**config.mk**
```make
export PLATFORM = sky130hd
export DESIGN_NAME = user_edge_scan_ctrl
export DESIGN_NICKNAME = d
export VERILOG_FILES = /design/src/rtl/user_edge_scan_ctrl.sv
export SDC_FILE = /design/constraint.sdc
export NUM_CORES = 1
export LEC_CHECK = 0
export CORE_AREA = 2 2 280 254
export CTS_CLUSTER_DIAMETER = 40
export DETAILED_ROUTE_END_ITERATION = 8
export DIE_AREA = 0 0 282 256
export HOLD_SLACK_MARGIN = 0.08
export PLACE_DENSITY_LB_ADDON = 0.08
export SYNTH_ARGS = -nofsm -noshare
export SYNTH_HDL_FRONTEND = slang
export SYNTH_SLANG_ARGS = --single-unit
```
**constraint.sdc**
```tcl
create_clock -name clk_i -period 8.3 [get_ports clk_i]
set_clock_uncertainty 0.15 [all_clocks]
set_input_delay 2.075 -clock clk_i [delete_from_list [all_inputs] [get_ports clk_i]]
set_output_delay 2.075 -clock clk_i [all_outputs]
set_load 0.01 [all_outputs]
```
**src/rtl/user_edge_scan_ctrl.sv**
```systemverilog
// user_edge_scan_ctrl: OBI-programmed scan controller that walks a 3x3
// window over an image in ROM, feeds the Sobel magnitude engine and
// accumulates an edge count and the peak magnitude.

package obi_pkg;

  typedef struct packed {
    int unsigned AddrWidth;
    int unsigned DataWidth;
    int unsigned IdWidth;
  } obi_cfg_t;

  localparam obi_cfg_t ObiDefaultConfig = '{AddrWidth: 32, DataWidth: 32, IdWidth: 1};

  typedef struct packed {
    logic        req;
    logic        we;
    logic [3:0]  be;
    logic [31:0] addr;
    logic [31:0] wdata;
    logic [0:0]  aid;
  } obi_req_t;

  typedef struct packed {
    logic        gnt;
    logic        rvalid;
    logic [31:0] rdata;
    logic        err;
    logic [0:0]  rid;
  } obi_rsp_t;

endpackage

module user_edge_scan_ctrl #(
  parameter obi_pkg::obi_cfg_t ObiCfg = obi_pkg::ObiDefaultConfig,
  parameter type obi_req_t = obi_pkg::obi_req_t,
  parameter type obi_rsp_t = obi_pkg::obi_rsp_t
) (
  input  logic        clk_i,
  input  logic        rst_ni,
  input  obi_req_t    obi_req_i,
  output obi_rsp_t    obi_rsp_o,
  output logic        rom_req_o,
  output logic [31:0] rom_addr_o,
  input  logic [7:0]  rom_data_i,
  input  logic        rom_valid_i,
  output logic        win_valid_o,
  input  logic        win_ready_i,
  output logic [71:0] win_pix_o,
  input  logic        mag_valid_i,
  input  logic [15:0] mag_i,
  output logic        irq_o
);

  localparam int unsigned DataW = ObiCfg.DataWidth;

  typedef enum logic [2:0] {IDLE, FETCH, ISSUE, WAIT_MAG, DONE} state_e;

  state_e state_q, state_d;

  // Software-visible configuration (takes effect at the next start)
  logic [31:0] baseCfg_q;
  logic [7:0]  widthCfg_q, heightCfg_q;
  logic [15:0] threshCfg_q;

  // Live copies latched at start, plus scan position and results
  logic [31:0]     base_q, base_d;
  logic [7:0]      width_q, width_d, height_q, height_d;
  logic [15:0]     thresh_q, thresh_d;
  logic [7:0]      x_q, x_d, y_q, y_d;
  logic [3:0]      k_q, k_d;
  logic [8:0][7:0] pix_q, pix_d;
  logic [15:0]     edgeCnt_q, edgeCnt_d, maxMag_q, maxMag_d;
  logic            cfgErr_q, cfgErr_d;
  logic            irq_q, irq_d;

  // Bus response registers
  logic             rvalid_q, err_q, rid_q;
  logic [DataW-1:0] rdata_q, readVal;

  logic [2:0] regIdx;
  logic       busRd, busWr, badAcc, startReq, abortReq;
  logic       busy, done;
  logic [1:0] kRow, kCol;
  logic       unusedBits;

  assign busy = (state_q == FETCH) || (state_q == ISSUE) || (state_q == WAIT_MAG);
  assign done = (state_q == DONE);

  assign unusedBits = ^{obi_req_i.be, obi_req_i.addr[31:5], obi_req_i.addr[1:0]};

  // Decode the bus access, flag illegal ones and build read data
  always_comb begin
    regIdx   = obi_req_i.addr[4:2];
    busRd    = obi_req_i.req && !obi_req_i.we;
    busWr    = obi_req_i.req && obi_req_i.we;
    badAcc   = (busRd && regIdx == 3'd0) ||
               (busWr && (regIdx == 3'd4 || regIdx == 3'd5 || regIdx == 3'd6)) ||
               (obi_req_i.req && regIdx == 3'd7);
    startReq = busWr && regIdx == 3'd0 && obi_req_i.wdata[0];
    abortReq = busWr && regIdx == 3'd0 && obi_req_i.wdata[1];
    readVal  = '0;
    case (regIdx)
      3'd1:    readVal = baseCfg_q;
      3'd2:    readVal = {16'b0, heightCfg_q, widthCfg_q};
      3'd3:    readVal = {16'b0, threshCfg_q};
      3'd4:    readVal = {29'b0, cfgErr_q, done, busy};
      3'd5:    readVal = {16'b0, edgeCnt_q};
      3'd6:    readVal = {16'b0, maxMag_q};
      default: readVal = '0;
    endcase
  end

  // Register the bus response one cycle after the grant
  always_ff @(posedge clk_i or negedge rst_ni) begin
    if (!rst_ni) begin
      rvalid_q <= 1'b0;
      err_q    <= 1'b0;
      rdata_q  <= '0;
      rid_q    <= 1'b0;
    end else begin
      rvalid_q <= obi_req_i.req;
      err_q    <= obi_req_i.req && badAcc;
      rdata_q  <= (busRd && !badAcc) ? readVal : '0;
      rid_q    <= obi_req_i.aid;
    end
  end

  // Drive the response struct; grant is immediate
  always_comb begin
    obi_rsp_o        = '0;
    obi_rsp_o.gnt    = obi_req_i.req;
    obi_rsp_o.rvalid = rvalid_q;
    obi_rsp_o.rdata  = rdata_q;
    obi_rsp_o.err    = err_q;
    obi_rsp_o.rid    = rid_q;
  end

  // Configuration registers, writable at any time
  always_ff @(posedge clk_i or negedge rst_ni) begin
    if (!rst_ni) begin
      baseCfg_q   <= '0;
      widthCfg_q  <= '0;
      heightCfg_q <= '0;
      threshCfg_q <= '0;
    end else if (busWr) begin
      if (regIdx == 3'd1) baseCfg_q <= obi_req_i.wdata;
      if (regIdx == 3'd2) begin
        widthCfg_q  <= obi_req_i.wdata[7:0];
        heightCfg_q <= obi_req_i.wdata[15:8];
      end
      if (regIdx == 3'd3) threshCfg_q <= obi_req_i.wdata[15:0];
    end
  end

  // Split the pixel index into window row and column offsets
  always_comb begin
    kRow = 2'd0;
    kCol = 2'd0;
    case (k_q)
      4'd1: kCol = 2'd1;
      4'd2: kCol = 2'd2;
      4'd3: kRow = 2'd1;
      4'd4: begin kRow = 2'd1; kCol = 2'd1; end
      4'd5: begin kRow = 2'd1; kCol = 2'd2; end
      4'd6: kRow = 2'd2;
      4'd7: begin kRow = 2'd2; kCol = 2'd1; end
      4'd8: begin kRow = 2'd2; kCol = 2'd2; end
      default: begin kRow = 2'd0; kCol = 2'd0; end
    endcase
  end

  assign rom_req_o   = (state_q == FETCH);
  assign rom_addr_o  = base_q + ({24'b0, y_q} + {30'b0, kRow}) * {24'b0, width_q}
                       + {24'b0, x_q} + {30'b0, kCol};
  assign win_valid_o = (state_q == ISSUE);
  assign win_pix_o   = pix_q;
  assign irq_o       = irq_q;

  // Next-state logic for the scan FSM, counters and results
  always_comb begin
    state_d   = state_q;
    base_d    = base_q;
    width_d   = width_q;
    height_d  = height_q;
    thresh_d  = thresh_q;
    x_d       = x_q;
    y_d       = y_q;
    k_d       = k_q;
    pix_d     = pix_q;
    edgeCnt_d = edgeCnt_q;
    maxMag_d  = maxMag_q;
    cfgErr_d  = cfgErr_q;
    irq_d     = 1'b0;
    case (state_q)
      IDLE, DONE: begin
        if (startReq) begin
          cfgErr_d  = 1'b0;
          edgeCnt_d = '0;
          maxMag_d  = '0;
          base_d    = baseCfg_q;
          width_d   = widthCfg_q;
          height_d  = heightCfg_q;
          thresh_d  = threshCfg_q;
          if (widthCfg_q < 8'd3 || heightCfg_q < 8'd3) begin
            cfgErr_d = 1'b1;
            irq_d    = 1'b1;
            state_d  = DONE;
          end else begin
            x_d     = '0;
            y_d     = '0;
            k_d     = '0;
            state_d = FETCH;
          end
        end
      end
      FETCH: begin
        if (abortReq) begin
          state_d = IDLE;
        end else if (rom_valid_i) begin
          pix_d[k_q] = rom_data_i;
          if (k_q == 4'd8) state_d = ISSUE;
          else             k_d = k_q + 4'd1;
        end
      end
      ISSUE: begin
        if (abortReq)         state_d = IDLE;
        else if (win_ready_i) state_d = WAIT_MAG;
      end
      WAIT_MAG: begin
        if (abortReq) begin
          state_d = IDLE;
        end else if (mag_valid_i) begin
          if (mag_i > thresh_q && edgeCnt_q != 16'hFFFF) edgeCnt_d = edgeCnt_q + 16'd1;
          if (mag_i > maxMag_q) maxMag_d = mag_i;
          k_d = '0;
          if (x_q == width_q - 8'd3) begin
            x_d = '0;
            if (y_q == height_q - 8'd3) begin
              state_d = DONE;
              irq_d   = 1'b1;
            end else begin
              y_d     = y_q + 8'd1;
              state_d = FETCH;
            end
          end else begin
            x_d     = x_q + 8'd1;
            state_d = FETCH;
          end
        end
      end
      default: state_d = IDLE;
    endcase
  end

  // State and datapath registers
  always_ff @(posedge clk_i or negedge rst_ni) begin
    if (!rst_ni) begin
      state_q   <= IDLE;
      base_q    <= '0;
      width_q   <= '0;
      height_q  <= '0;
      thresh_q  <= '0;
      x_q       <= '0;
      y_q       <= '0;
      k_q       <= '0;
      pix_q     <= '0;
      edgeCnt_q <= '0;
      maxMag_q  <= '0;
      cfgErr_q  <= 1'b0;
      irq_q     <= 1'b0;
    end else begin
      state_q   <= state_d;
      base_q    <= base_d;
      width_q   <= width_d;
      height_q  <= height_d;
      thresh_q  <= thresh_d;
      x_q       <= x_d;
      y_q       <= y_d;
      k_q       <= k_d;
      pix_q     <= pix_d;
      edgeCnt_q <= edgeCnt_d;
      maxMag_q  <= maxMag_d;
      cfgErr_q  <= cfgErr_d;
      irq_q     <= irq_d;
    end
  end

endmodule

```
==> results of run 1 <==
-- flip-flops by register name, summed over array words and instances, names as in the netlist, 16 cells and up --
register	count
base_q	32
threshCfg_q	16
edgeCnt_q	16
rdata_q	32
win_pix_o	72
baseCfg_q	32
maxMag_q	16
thresh_q	16
-- logic make-up (layout without fill, tap and decap cells) --
kind of cell / count (synthesis) / count (layout) / synth area share
AND/OR/NAND/NOR: 529 / 529 / 0.145
flip-flops: 292 / 292 / 0.425
AO/OA/AOI/OAI: 221 / 221 / 0.0888
buffers and inverters: 192 / 576 / 0.0435
multiplexers: 176 / 176 / 0.113
adder cells (fa/ha/maj): 166 / 166 / 0.149
XOR/XNOR: 69 / 69 / 0.0352
other: 0 / 1 / 0
-- repair_timing --
action                                  in CTS  in global routing
pin swaps                                   63                 44
cloned                                       0                  0
endpoints found under the setup margin      29                 29
hold buffers                                 0                  0
buffers inserted                            10                  1
gates resized for setup                    181                 20
-- cell usage in the layout (no fill, tap or decap), types with 6 or more instances in the layout --
cell type	n
sky130_fd_sc_hd__mux2_2	139
sky130_fd_sc_hd__clkbuf_16	72
sky130_fd_sc_hd__clkinvlp_4	8
sky130_fd_sc_hd__xnor2_1	34
sky130_fd_sc_hd__clkinv_2	12
sky130_fd_sc_hd__ha_1	87
sky130_fd_sc_hd__xnor2_2	6
sky130_fd_sc_hd__nor2_1	56
sky130_fd_sc_hd__nand3_1	18
sky130_fd_sc_hd__nand4_1	23
sky130_fd_sc_hd__fa_1	61
sky130_fd_sc_hd__xor2_1	25
sky130_fd_sc_hd__clkbuf_1	6
sky130_fd_sc_hd__nor2b_1	8
sky130_fd_sc_hd__nor4_1	10
sky130_fd_sc_hd__bufinv_16	8
sky130_fd_sc_hd__mux2i_1	33
sky130_fd_sc_hd__nor3_1	16
sky130_fd_sc_hd__and2_1	67
sky130_fd_sc_hd__o211ai_1	10
sky130_fd_sc_hd__buf_4	103
sky130_fd_sc_hd__clkbuf_8	17
sky130_fd_sc_hd__and3_1	10
sky130_fd_sc_hd__buf_2	27
sky130_fd_sc_hd__clkdlybuf4s50_1	178
sky130_fd_sc_hd__a211oi_1	6
sky130_fd_sc_hd__ha_4	12
sky130_fd_sc_hd__inv_1	116
sky130_fd_sc_hd__o21ai_0	48
sky130_fd_sc_hd__nand2_1	263
sky130_fd_sc_hd__dfrtp_1	291
sky130_fd_sc_hd__a222oi_1	7
sky130_fd_sc_hd__a21oi_2	7
sky130_fd_sc_hd__a21o_1	34
sky130_fd_sc_hd__buf_6	12
sky130_fd_sc_hd__a22oi_1	6
sky130_fd_sc_hd__a21oi_1	35
-- metrics by stage --
stage	setup TNS (ns)	utilization	setup slack (ns)	hold WS, ns	std cells
after floorplan	-0.000184	-	-0.000184	0.299	1645
after global placement	-25.07	0.304	-1.22	0.319	2829
after detailed placement	-24.96	0.304	-1.20	0.319	2829
after CTS	-20.19	0.345	-0.950	0.332	2968
after global routing	-25.69	0.346	-1.14	0.361	2969
final	-18.16	0.346	-0.854	0.324	2970
-- worst max-delay path by stage --
stage | from | endpoint | slack [ns] | cells after the start
after floorplan | k_q[0] | rom_addr_o[31] | -0.0002 | 26
after global placement | k_q[1] | rom_addr_o[25] | -1.22 | 26
after detailed placement | k_q[1] | rom_addr_o[25] | -1.20 | 26
after CTS | k_q[1] | rom_addr_o[25] | -0.95 | 28
after global routing | k_q[0] | rom_addr_o[19] | -1.14 | 28
final | k_q[1] | rom_addr_o[28] | -0.85 | 27
-- layer usage --
metal / up-vias / GRT usage / wire length, µm
met5: - / 0 / 0
met4: 0 / 0.0406 / 873
met3: 66 / 0.0267 / 2040
met2: 200 / 0.247 / 25900
met1: 6543 / 0.220 / 26600
li1: 6328 / - / -
-- power groups by stage --
stage / logic (mW) / clock network, mW / registers, mW
after floorplan: 2.14 / 0 / 1.97
after global placement: 3.92 / 0 / 2.05
after detailed placement: 3.93 / 0 / 2.05
after CTS: 4.12 / 2.97 / 2.04
after global routing: 4.62 / 3.05 / 2.08
final: 4.12 / 2.89 / 2.04
-- worst reg2reg max path: stages, from the launching register on --
cell and delay [ns]:
sky130_fd_sc_hd__dfrtp_1 0.48, sky130_fd_sc_hd__buf_4 0.22, sky130_fd_sc_hd__or4_4 0.55, sky130_fd_sc_hd__a211o_1 0.24, sky130_fd_sc_hd__a31oi_1 0.18, sky130_fd_sc_hd__o211ai_1 0.18
sky130_fd_sc_hd__o22ai_2 0.65, sky130_fd_sc_hd__or4b_1 0.53, sky130_fd_sc_hd__o211ai_1 0.10
-- cell type report --
| cell class | count | area (µm²) |
|---|---|---|
| tap | 940 | 1180 |
| antenna | 1 | 2.50 |
| inverter | 120 | 450 |
| multi-input combinational | 1161 | 9690 |
| sequential | 292 | 7310 |
| timing repair buffer | 325 | 2880 |
| clock inverter | 36 | 468 |
| fill | 7011 | 45400 |
| clock buffer | 95 | 2060 |
==> impl_metrics.xml, run 1 <==
<?xml version="1.0" encoding="UTF-8"?>
<metrics>
  <group name="hold_path">
    <metric name="worstHoldStart" unit="">baseCfg_q[29]</metric>
    <metric name="min-delay-path-class" unit="">register to register</metric>
    <metric name="worst_hold_path.endpoint" unit="">base_q[29]</metric>
    <metric name="min_path_cells" unit="">2</metric>
  </group>
  <group name="timing">
    <metric name="hold_violations" unit="">0</metric>
    <metric name="finalWorstSetupSlack" unit="ns">-0.854</metric>
    <metric name="max_freq" unit="MHz">109</metric>
    <metric name="setup_viol" unit="">25</metric>
    <metric name="normalized_max_slew_margin" unit="">0.347</metric>
    <metric name="fin_crit_sh" unit="">1.10</metric>
    <metric name="finalCriticalPeriod" unit="ns">9.15</metric>
    <metric name="rsz_0062_raised_after_global_routing" unit="">true</metric>
    <metric name="finalMaxSlewViolations" unit="">0</metric>
    <metric name="tightestPinTransition" unit="ns">0.980</metric>
  </group>
  <group name="critical_path">
    <metric name="cp_data_required_time" unit="ns">6.08</metric>
    <metric name="r2r_cells" unit="">8</metric>
    <metric name="timing.critical_path.slowest_stage_cell" unit="">sky130_fd_sc_hd__fa_1</metric>
    <metric name="arrival" unit="ns">6.93</metric>
    <metric name="critical_path_buf_inv_count" unit="">7</metric>
    <metric name="setup.worst_path.start_class" unit="">register</metric>
    <metric name="r2r_setup_slack" unit="ns">4.92</metric>
    <metric name="criticalPathCategory" unit="">register to primary output</metric>
    <metric name="crit_path_frequent_cell" unit="">sky130_fd_sc_hd__fa_1</metric>
    <metric name="crit_path_end_kind" unit="">primary output</metric>
    <metric name="critical_path.max_stage_delay" unit="ns">0.53</metric>
    <metric name="timing.rr.start" unit="">width_q[5]</metric>
    <metric name="crit_fanout" unit="">6</metric>
    <metric name="crit-reg2reg-capture" unit="">y_q[2]</metric>
    <metric name="critical_path.top_delay_family" unit="">adder cells</metric>
  </group>
  <group name="route">
    <metric name="routedWlPerCell" unit="µm">18.7</metric>
    <metric name="routed_wl" unit="µm">55400</metric>
    <metric name="vias_per_cell" unit="">4.42</metric>
    <metric name="num_vias" unit="">13100</metric>
    <metric name="post-route-drc-count" unit="">0</metric>
    <metric name="postRouteAntennaNets" unit="">0</metric>
    <metric name="initialDrtViolationCount" unit="">566</metric>
    <metric name="drt_pass1_iterations" unit="">6</metric>
  </group>
  <group name="synth">
    <metric name="synth_enable_flop_cells" unit="">0</metric>
    <metric name="yosys-top-cells-area" unit="">sky130_fd_sc_hd__dfrtp_1 (43%), sky130_fd_sc_hd__mux2_2 (9.1%), sky130_fd_sc_hd__fa_1 (7.6%)</metric>
    <metric name="most_frequent_cell_after_synthesis" unit="">sky130_fd_sc_hd__dfrtp_1</metric>
    <metric name="synth_async_sr_flop_share" unit="">1.00</metric>
    <metric name="yosysTopAreaCellShare" unit="">0.425</metric>
    <metric name="synth.yosys.warnings" unit="">0</metric>
    <metric name="postSynthRegisterBits" unit="">292</metric>
    <metric name="ys_seq_area_frac" unit="">0.425</metric>
    <metric name="postSynthNetCount" unit="">1911</metric>
    <metric name="netlist-cell-type-count" unit="">79</metric>
    <metric name="synth.largest_area_cell" unit="">sky130_fd_sc_hd__dfrtp_1</metric>
    <metric name="synth_area" unit="mm²">0.0172</metric>
    <metric name="postSynthAreaPerCell" unit="µm²">10.5</metric>
    <metric name="synthTopCellsByCount" unit="">sky130_fd_sc_hd__dfrtp_1 (292), sky130_fd_sc_hd__nand2_1 (269), sky130_fd_sc_hd__mux2_2 (139)</metric>
    <metric name="postSynthCellCount" unit="">1645</metric>
    <metric name="synthFlopType" unit="">sky130_fd_sc_hd__dfrtp_1</metric>
  </group>
  <group name="clocking">
    <metric name="htree_num_levels" unit="">3</metric>
    <metric name="clk_pin_slew_worst_paths" unit="ns">0.05</metric>
    <metric name="cts.path.max_buffers" unit="">3</metric>
    <metric name="clock_sink_count" unit="">292</metric>
    <metric name="clock_tree_from_tritoncts" unit="">done</metric>
    <metric name="cts-buffers-inserted" unit="">72</metric>
    <metric name="worst_skew_pair.late_latency" unit="ns">0.59</metric>
    <metric name="cts_root_buffer" unit="">sky130_fd_sc_hd__clkbuf_16</metric>
  </group>
  <group name="grt">
    <metric name="first_global_vias" unit="">13900</metric>
    <metric name="grt_overflow" unit="">0</metric>
    <metric name="grt_first_pass_wirelength" unit="µm">86100</metric>
    <metric name="grt_max_degree" unit="">127</metric>
    <metric name="grt.total_usage" unit="">0.156</metric>
    <metric name="number_of_antenna_violations_at_the_first_check_in_global_routing" unit="">0</metric>
  </group>
  <group name="die">
    <metric name="design.core.area" unit="mm²">0.0694</metric>
    <metric name="rows" unit="">92</metric>
    <metric name="fp.dieH" unit="µm">256</metric>
    <metric name="floorplan.io_pins" unit="">243</metric>
    <metric name="floorplan.initialDensity" unit="">0.248</metric>
    <metric name="fp.dieArea" unit="mm²">0.0722</metric>
    <metric name="fp.dieW" unit="µm">282</metric>
  </group>
  <group name="pwr">
    <metric name="seq_power_share" unit="">0.225</metric>
    <metric name="power.ir.vdd_worst" unit="mV">0.277</metric>
    <metric name="power.internal" unit="mW">5.80</metric>
    <metric name="share_comb_of_total_power" unit="">0.455</metric>
    <metric name="netSwitchingFraction" unit="">0.359</metric>
    <metric name="net-switching-power" unit="mW">3.25</metric>
    <metric name="power.share.clock" unit="">0.319</metric>
    <metric name="design_power_total" unit="mW">9.05</metric>
    <metric name="p_leak" unit="nW">11.4</metric>
    <metric name="powerDensity" unit="mW/mm²">376</metric>
  </group>
  <group name="final_layout">
    <metric name="finish.net_count" unit="">2238</metric>
    <metric name="area.growth.synth_to_final" unit="%">39.8</metric>
    <metric name="layout-drive-gt1-share" unit="">0.246</metric>
    <metric name="post-route-cell-area" unit="mm²">0.0240</metric>
  </group>
  <group name="placement">
    <metric name="finalWeightedCongestion" unit="">0.774</metric>
    <metric name="place.port_buffers" unit="">209</metric>
    <metric name="dpl_cell_area" unit="mm²">0.0211</metric>
    <metric name="hpwl" unit="µm">40900</metric>
  </group>
  <group name="status">
    <metric name="violations" unit="">negative setup slack</metric>
    <metric name="outcome" unit="">finished, violations left</metric>
  </group>
  <group name="job">
    <metric name="max_cap_violation_count" unit="">0</metric>
  </group>
</metrics>
Power figures use the tool's default switching activity.
==> run 2, diff against run 1 <==
--- a/config.mk
+++ b/config.mk
@@ -5,12 +5,13 @@
 export SDC_FILE = /design/constraint.sdc
 export NUM_CORES = 1
 export LEC_CHECK = 0
-export CORE_AREA = 2 2 280 254
+export CORE_AREA = 2 2 266 268
 export CTS_CLUSTER_DIAMETER = 40
 export DETAILED_ROUTE_END_ITERATION = 8
-export DIE_AREA = 0 0 282 256
+export DIE_AREA = 0 0 268 270
 export HOLD_SLACK_MARGIN = 0.08
 export PLACE_DENSITY_LB_ADDON = 0.08
+export SLEW_MARGIN = 20
 export SYNTH_ARGS = -nofsm -noshare
 export SYNTH_HDL_FRONTEND = slang
 export SYNTH_SLANG_ARGS = --single-unit
==> impl_metrics.xml, run 2 (synthesized netlist as in run 1, its figures left out) <==
<?xml version="1.0" encoding="UTF-8"?>
<metrics>
  <group name="timing">
    <metric name="rsz_0062_raised_after_global_routing" unit="">true</metric>
    <metric name="setup_tns" unit="ns">-18.40</metric>
    <metric name="normalized_max_slew_margin" unit="">0.279</metric>
    <metric name="holdWs" unit="ns">0.330</metric>
    <metric name="tightestPinTransition" unit="ns">1.08</metric>
    <metric name="finalMaxSlewViolations" unit="">0</metric>
    <metric name="finalWorstSetupSlack" unit="ns">-0.930</metric>
    <metric name="finalCriticalPeriod" unit="ns">9.23</metric>
    <metric name="fin_crit_sh" unit="">1.11</metric>
    <metric name="max_freq" unit="MHz">108</metric>
    <metric name="hold_violations" unit="">0</metric>
    <metric name="setup_viol" unit="">25</metric>
  </group>
  <group name="grt">
    <metric name="grt.total_usage" unit="">0.157</metric>
    <metric name="grt_max_degree" unit="">176</metric>
    <metric name="first_global_vias" unit="">14000</metric>
    <metric name="grt_overflow" unit="">0</metric>
    <metric name="grt_first_pass_wirelength" unit="µm">87300</metric>
    <metric name="number_of_antenna_violations_at_the_first_check_in_global_routing" unit="">1</metric>
  </group>
  <group name="die">
    <metric name="fp.dieArea" unit="mm²">0.0724</metric>
    <metric name="floorplan.io_pins" unit="">243</metric>
    <metric name="floorplan.initialDensity" unit="">0.247</metric>
    <metric name="rows" unit="">97</metric>
    <metric name="design.core.area" unit="mm²">0.0695</metric>
    <metric name="fp.dieW" unit="µm">268</metric>
    <metric name="fp.dieH" unit="µm">270</metric>
  </group>
  <group name="pwr">
    <metric name="seq_power_share" unit="">0.235</metric>
    <metric name="power.share.clock" unit="">0.285</metric>
    <metric name="power.internal" unit="mW">5.43</metric>
    <metric name="share_comb_of_total_power" unit="">0.480</metric>
    <metric name="netSwitchingFraction" unit="">0.373</metric>
    <metric name="net-switching-power" unit="mW">3.24</metric>
    <metric name="powerDensity" unit="mW/mm²">362</metric>
    <metric name="power.ir.vdd_worst" unit="mV">0.405</metric>
    <metric name="p_leak" unit="nW">11.4</metric>
  </group>
  <group name="critical_path">
    <metric name="crit_path_end_kind" unit="">primary output</metric>
    <metric name="arrival" unit="ns">7.00</metric>
    <metric name="setup.worst_path.start_class" unit="">register</metric>
    <metric name="crit_fanout" unit="">5</metric>
    <metric name="timing.critical_path.slowest_stage_cell" unit="">sky130_fd_sc_hd__fa_1</metric>
    <metric name="r2r_cells" unit="">8</metric>
    <metric name="criticalPathCategory" unit="">register to primary output</metric>
    <metric name="timing.rr.start" unit="">width_q[3]</metric>
    <metric name="crit_path_frequent_cell" unit="">sky130_fd_sc_hd__fa_1</metric>
    <metric name="critical_path.max_stage_delay" unit="ns">0.55</metric>
    <metric name="cp_data_required_time" unit="ns">6.08</metric>
    <metric name="crit-reg2reg-capture" unit="">y_q[2]</metric>
    <metric name="r2r_setup_slack" unit="ns">4.98</metric>
  </group>
  <group name="placement">
    <metric name="place.port_buffers" unit="">209</metric>
    <metric name="pre_cts_ws" unit="ns">-1.27</metric>
    <metric name="dpl_cell_area" unit="mm²">0.0211</metric>
    <metric name="hpwl" unit="µm">41300</metric>
    <metric name="finalWeightedCongestion" unit="">0.793</metric>
  </group>
  <group name="clocking">
    <metric name="clock_sink_count" unit="">292</metric>
    <metric name="cts.path.max_buffers" unit="">3</metric>
    <metric name="cts_root_buffer" unit="">sky130_fd_sc_hd__clkbuf_16</metric>
    <metric name="htree_num_levels" unit="">2</metric>
    <metric name="worst_skew_pair.late_latency" unit="ns">0.61</metric>
    <metric name="clock_tree_from_tritoncts" unit="">done</metric>
    <metric name="clk_pin_slew_worst_paths" unit="ns">0.05</metric>
    <metric name="cts-buffers-inserted" unit="">60</metric>
  </group>
  <group name="final_layout">
    <metric name="largest_register_ff_count" unit="">72</metric>
    <metric name="antennaDiodeCount" unit="">0</metric>
    <metric name="mostFrequentLayoutCells" unit="">sky130_fd_sc_hd__dfrtp_1 (292), sky130_fd_sc_hd__nand2_1 (259), sky130_fd_sc_hd__clkdlybuf4s50_1 (178)</metric>
    <metric name="area.growth.synth_to_final" unit="%">39.3</metric>
    <metric name="finish.net_count" unit="">2241</metric>
    <metric name="layout-drive-gt1-share" unit="">0.254</metric>
    <metric name="most_common_cell_after_layout_fill_and_taps_aside" unit="">sky130_fd_sc_hd__dfrtp_1</metric>
    <metric name="post-route-cell-area" unit="mm²">0.0239</metric>
  </group>
  <group name="status">
    <metric name="violations" unit="">negative setup slack</metric>
    <metric name="outcome" unit="">finished, violations left</metric>
  </group>
  <group name="route">
    <metric name="vias_per_cell" unit="">4.46</metric>
    <metric name="initialDrtViolationCount" unit="">696</metric>
    <metric name="postRouteAntennaNets" unit="">0</metric>
    <metric name="drt_pass1_iterations" unit="">6</metric>
    <metric name="routed_wl" unit="µm">56300</metric>
    <metric name="post-route-drc-count" unit="">0</metric>
    <metric name="num_vias" unit="">13200</metric>
    <metric name="routedWlPerCell" unit="µm">19.0</metric>
  </group>
  <group name="hold_path">
    <metric name="min_path_cells" unit="">2</metric>
    <metric name="worstHoldStart" unit="">base_q[16]</metric>
    <metric name="worst_hold_path.endpoint" unit="">base_q[16]</metric>
    <metric name="min-delay-path-class" unit="">register to register</metric>
  </group>
  <group name="job">
    <metric name="max_cap_violation_count" unit="">0</metric>
  </group>
</metrics>
==> run 2: changes by cell type in the layout (fill, tap and decap cells not counted), moves of 7 or more <==
cell                        change
sky130_fd_sc_hd__clkbuf_16     -12
sky130_fd_sc_hd__clkinv_4       +7
sky130_fd_sc_hd__ha_1           -7
sky130_fd_sc_hd__buf_4          +8
==> run 2: final cells by class <==
class | instances | area, µm²
Timing Repair Buffer | 340 | 3060
Fill cell | 7061 | 45600
Clock inverter | 34 | 423
Inverter | 120 | 450
Multi-Input combinational cell | 1161 | 9860
Tap cell | 940 | 1180
Clock buffer | 75 | 1670
Sequential cell | 292 | 7310
==> run 2: repair_timing <==
item                       CTS  global route
buffers inserted            14             7
gates resized for setup    200            36
setup endpoints to repair   30            28
hold buffers                 0             0
pin swaps                   71            25
gates cloned                 0             0
==> run 2: metrics by stage <==
step                power (mW)  std cells  utilization
floorplan                 4.11       1645            -
global placement          5.96       2831        0.304
detailed placement        5.98       2831        0.304
CTS                       8.71       2953        0.340
global route              9.36       2962        0.344
finish                    8.67       2962        0.344
==> run 2: worst max path at each step <==
stage,cells past startpoint,slack [ns],startpoint,end
after floorplan,26,-0.0002,k_q[0],rom_addr_o[31]
after global placement,25,-1.24,k_q[1],rom_addr_o[31]
after detailed placement,25,-1.27,k_q[1],rom_addr_o[31]
after CTS,29,-1.04,k_q[1],rom_addr_o[19]
after global routing,29,-1.25,k_q[1],rom_addr_o[19]
final,27,-0.93,k_q[1],rom_addr_o[19]
==> run 2: power groups by stage <==
stage                     clock network [mW]  logic (mW)  registers, mW
final                                   2.47        4.17           2.03
after global routing                    2.62        4.66           2.08
after CTS                               2.54        4.14           2.03
after detailed placement                   0        3.93           2.05
after global placement                     0        3.91           2.05
after floorplan                            0        2.14           1.97
==> run 2: worst max-delay path: cells and delay by family (launching register included) <==
kind | cells | cell delay (ns)
adder cells (fa/ha/maj) | 9 | 3.33
AO/OA/AOI/OAI | 7 | 1.36
buffers and inverters | 7 | 0.70
flip-flops | 1 | 0.42
XOR/XNOR | 2 | 0.41
AND/OR/NAND/NOR | 2 | 0.16
==> run 2: metal layers <==
metal | wire length [µm] | track usage
met5 | 12 | 0
met2 | 27100 | 0.257
met3 | 2070 | 0.0234
met1 | 26100 | 0.218
met4 | 1010 | 0.0359
==> run 3, diff against run 2 <==
--- a/config.mk
+++ b/config.mk
@@ -5,13 +5,14 @@
 export SDC_FILE = /design/constraint.sdc
 export NUM_CORES = 1
 export LEC_CHECK = 0
-export CORE_AREA = 2 2 266 268
+export CORE_AREA = 5 5 269 271
 export CTS_CLUSTER_DIAMETER = 40
 export DETAILED_ROUTE_END_ITERATION = 8
-export DIE_AREA = 0 0 268 270
+export DIE_AREA = 0 0 274 276
 export HOLD_SLACK_MARGIN = 0.08
 export PLACE_DENSITY_LB_ADDON = 0.08
 export SLEW_MARGIN = 20
 export SYNTH_ARGS = -nofsm -noshare
 export SYNTH_HDL_FRONTEND = slang
 export SYNTH_SLANG_ARGS = --single-unit
+export TNS_END_PERCENT = 100
==> impl_metrics.xml, run 3 (synthesized netlist as in run 1, its figures left out) <==
<?xml version="1.0" encoding="UTF-8"?>
<metrics>
  <group name="status">
    <metric name="outcome" unit="">finished, violations left</metric>
    <metric name="violations" unit="">negative setup slack</metric>
  </group>
  <group name="route">
    <metric name="post-route-drc-count" unit="">0</metric>
    <metric name="drt_pass1_iterations" unit="">6</metric>
    <metric name="num_vias" unit="">13200</metric>
    <metric name="postRouteAntennaNets" unit="">0</metric>
    <metric name="routed_wl" unit="µm">56200</metric>
    <metric name="routedWlPerCell" unit="µm">18.9</metric>
    <metric name="initialDrtViolationCount" unit="">679</metric>
    <metric name="vias_per_cell" unit="">4.43</metric>
  </group>
  <group name="pwr">
    <metric name="netSwitchingFraction" unit="">0.367</metric>
    <metric name="design_power_total" unit="mW">9.00</metric>
    <metric name="seq_power_share" unit="">0.226</metric>
    <metric name="share_comb_of_total_power" unit="">0.485</metric>
    <metric name="power.internal" unit="mW">5.69</metric>
    <metric name="powerDensity" unit="mW/mm²">374</metric>
    <metric name="p_leak" unit="nW">11.5</metric>
    <metric name="net-switching-power" unit="mW">3.30</metric>
    <metric name="power.share.clock" unit="">0.289</metric>
    <metric name="power.ir.vdd_worst" unit="mV">0.488</metric>
  </group>
  <group name="final_layout">
    <metric name="most_common_cell_after_layout_fill_and_taps_aside" unit="">sky130_fd_sc_hd__dfrtp_1</metric>
    <metric name="layout-drive-gt1-share" unit="">0.264</metric>
    <metric name="finish.net_count" unit="">2247</metric>
    <metric name="fill_cells" unit="">7068</metric>
    <metric name="post-route-cell-area" unit="mm²">0.0241</metric>
    <metric name="area.growth.synth_to_final" unit="%">39.9</metric>
    <metric name="largest_register_ff_count" unit="">72</metric>
    <metric name="mostFrequentLayoutCells" unit="">sky130_fd_sc_hd__dfrtp_1 (291), sky130_fd_sc_hd__nand2_1 (253), sky130_fd_sc_hd__clkdlybuf4s50_1 (178)</metric>
    <metric name="fin_util" unit="">0.346</metric>
  </group>
  <group name="critical_path">
    <metric name="r2r_setup_slack" unit="ns">4.96</metric>
    <metric name="crit_fanout" unit="">6</metric>
    <metric name="criticalPathCategory" unit="">register to primary output</metric>
    <metric name="critical_path.max_stage_delay" unit="ns">0.58</metric>
    <metric name="cp_data_required_time" unit="ns">6.08</metric>
    <metric name="crit_path_end_kind" unit="">primary output</metric>
    <metric name="worstSetupEndpoint" unit="">rom_addr_o[28]</metric>
    <metric name="crit_path_frequent_cell" unit="">sky130_fd_sc_hd__buf_6</metric>
    <metric name="critical_path.startpoint" unit="">k_q[1]</metric>
    <metric name="r2r_cells" unit="">8</metric>
    <metric name="crit-reg2reg-capture" unit="">y_q[2]</metric>
    <metric name="timing.rr.start" unit="">width_q[5]</metric>
    <metric name="timing.critical_path.slowest_stage_cell" unit="">sky130_fd_sc_hd__fa_1</metric>
    <metric name="arrival" unit="ns">7.02</metric>
    <metric name="setup.worst_path.start_class" unit="">register</metric>
  </group>
  <group name="die">
    <metric name="floorplan.io_pins" unit="">243</metric>
    <metric name="fp.dieW" unit="µm">274</metric>
    <metric name="floorplan.initialDensity" unit="">0.247</metric>
    <metric name="fp.dieH" unit="µm">276</metric>
    <metric name="fp.dieArea" unit="mm²">0.0756</metric>
    <metric name="design.core.area" unit="mm²">0.0695</metric>
    <metric name="rows" unit="">97</metric>
  </group>
  <group name="timing">
    <metric name="rsz_0062_raised_after_global_routing" unit="">true</metric>
    <metric name="fin_crit_sh" unit="">1.11</metric>
    <metric name="setup_viol" unit="">26</metric>
    <metric name="finalWorstSetupSlack" unit="ns">-0.943</metric>
    <metric name="normalized_max_slew_margin" unit="">0.294</metric>
    <metric name="max_freq" unit="MHz">108</metric>
    <metric name="hold_violations" unit="">0</metric>
    <metric name="finalMaxSlewViolations" unit="">0</metric>
    <metric name="setup_tns" unit="ns">-18.84</metric>
    <metric name="finalCriticalPeriod" unit="ns">9.24</metric>
    <metric name="tightestPinTransition" unit="ns">1.06</metric>
  </group>
  <group name="clocking">
    <metric name="htree_num_levels" unit="">2</metric>
    <metric name="cts_root_buffer" unit="">sky130_fd_sc_hd__clkbuf_16</metric>
    <metric name="cts-buffers-inserted" unit="">61</metric>
    <metric name="cts.path.max_buffers" unit="">3</metric>
    <metric name="worst_skew_pair.late_latency" unit="ns">0.62</metric>
    <metric name="clock_tree_from_tritoncts" unit="">done</metric>
    <metric name="clk_pin_slew_worst_paths" unit="ns">0.05</metric>
    <metric name="clock_sink_count" unit="">292</metric>
  </group>
  <group name="placement">
    <metric name="hpwl" unit="µm">42000</metric>
    <metric name="dpl_cell_area" unit="mm²">0.0211</metric>
    <metric name="place.port_buffers" unit="">209</metric>
    <metric name="finalWeightedCongestion" unit="">0.782</metric>
  </group>
  <group name="grt">
    <metric name="grt_overflow" unit="">0</metric>
    <metric name="first_global_vias" unit="">14300</metric>
    <metric name="number_of_antenna_violations_at_the_first_check_in_global_routing" unit="">4</metric>
    <metric name="grt_first_pass_wirelength" unit="µm">88100</metric>
    <metric name="grt_max_degree" unit="">115</metric>
    <metric name="grt.total_usage" unit="">0.148</metric>
  </group>
  <group name="job">
    <metric name="max_cap_violation_count" unit="">0</metric>
  </group>
  <group name="hold_path">
    <metric name="min-delay-path-class" unit="">register to register</metric>
    <metric name="min_path_cells" unit="">2</metric>
  </group>
</metrics>
==> run 3: cell types whose count changed in the layout (fill, tap and decap cells not counted), sizes merged <==
cell	before	now
buf	160	165
bufinv	6	10
clkinvlp	7	9
clkbuf	76	65
diode	0	1
inv	126	135
clkinv	15	17
==> run 3: area by class of cell <==
type / count / area (µm²) / area share
antenna: 1 / 2.50 / 0.000104
clock buffer: 64 / 1560 / 0.0648
clock inverter: 51 / 653 / 0.0272
inverter: 120 / 453 / 0.0188
multi-input combinational: 1161 / 9820 / 0.408
sequential: 292 / 7310 / 0.304
tap: 940 / 1180 / 0.0489
timing repair buffer: 345 / 3080 / 0.128
==> run 3: worst max-delay path, delay by kind of cell, from the launching register on <==
family,cells,cell delay [ns]
flops,1,0.40
compound gates,7,1.32
simple gates,4,0.27
buf+inv,10,1.11
fa+ha+maj,8,3.03
xor+xnor,2,0.30
==> run 3: per-layer routing <==
metal	vias to the layer above	GRT usage	wire, µm
met5	-	0	20
met4	2	0.0330	1040
met3	66	0.0241	1920
met2	205	0.245	27300
met1	6577	0.205	25900
li1	6337	-	-
==> run 3: through the flow <==
step,worst slack (ns),std cells,hold WS [ns]
global route,-1.24,2973,0.354
floorplan,-0.000184,1645,0.299
global placement,-1.29,2827,0.310
detailed placement,-1.25,2827,0.320
finish,-0.943,2974,0.328
CTS,-1.12,2964,0.335
==> run 3: worst min-delay path by stage <==
stage,startpoint,to,slack [ns]
floorplan,baseCfg_q[16],base_q[16],0.30
global placement,baseCfg_q[21],base_q[21],0.31
detailed placement,base_q[16],base_q[16],0.32
CTS,base_q[16],base_q[16],0.33
global route,base_q[16],base_q[16],0.35
finish,baseCfg_q[27],base_q[27],0.33
==> run 3: power groups by stage <==
stage | Combinational, mW | Sequential, mW | Clock (mW)
global route | 4.88 | 2.08 | 2.75
CTS | 4.16 | 2.03 | 2.68
floorplan | 2.14 | 1.97 | 0
global placement | 3.94 | 2.05 | 0
detailed placement | 3.95 | 2.05 | 0
finish | 4.36 | 2.03 | 2.60
==> run 3: what timing repair did <==
item	CTS	global route
pin swaps	64	63
buffers inserted	24	10
gates resized for setup	182	68
hold buffers	0	0
setup endpoints to repair	29	29
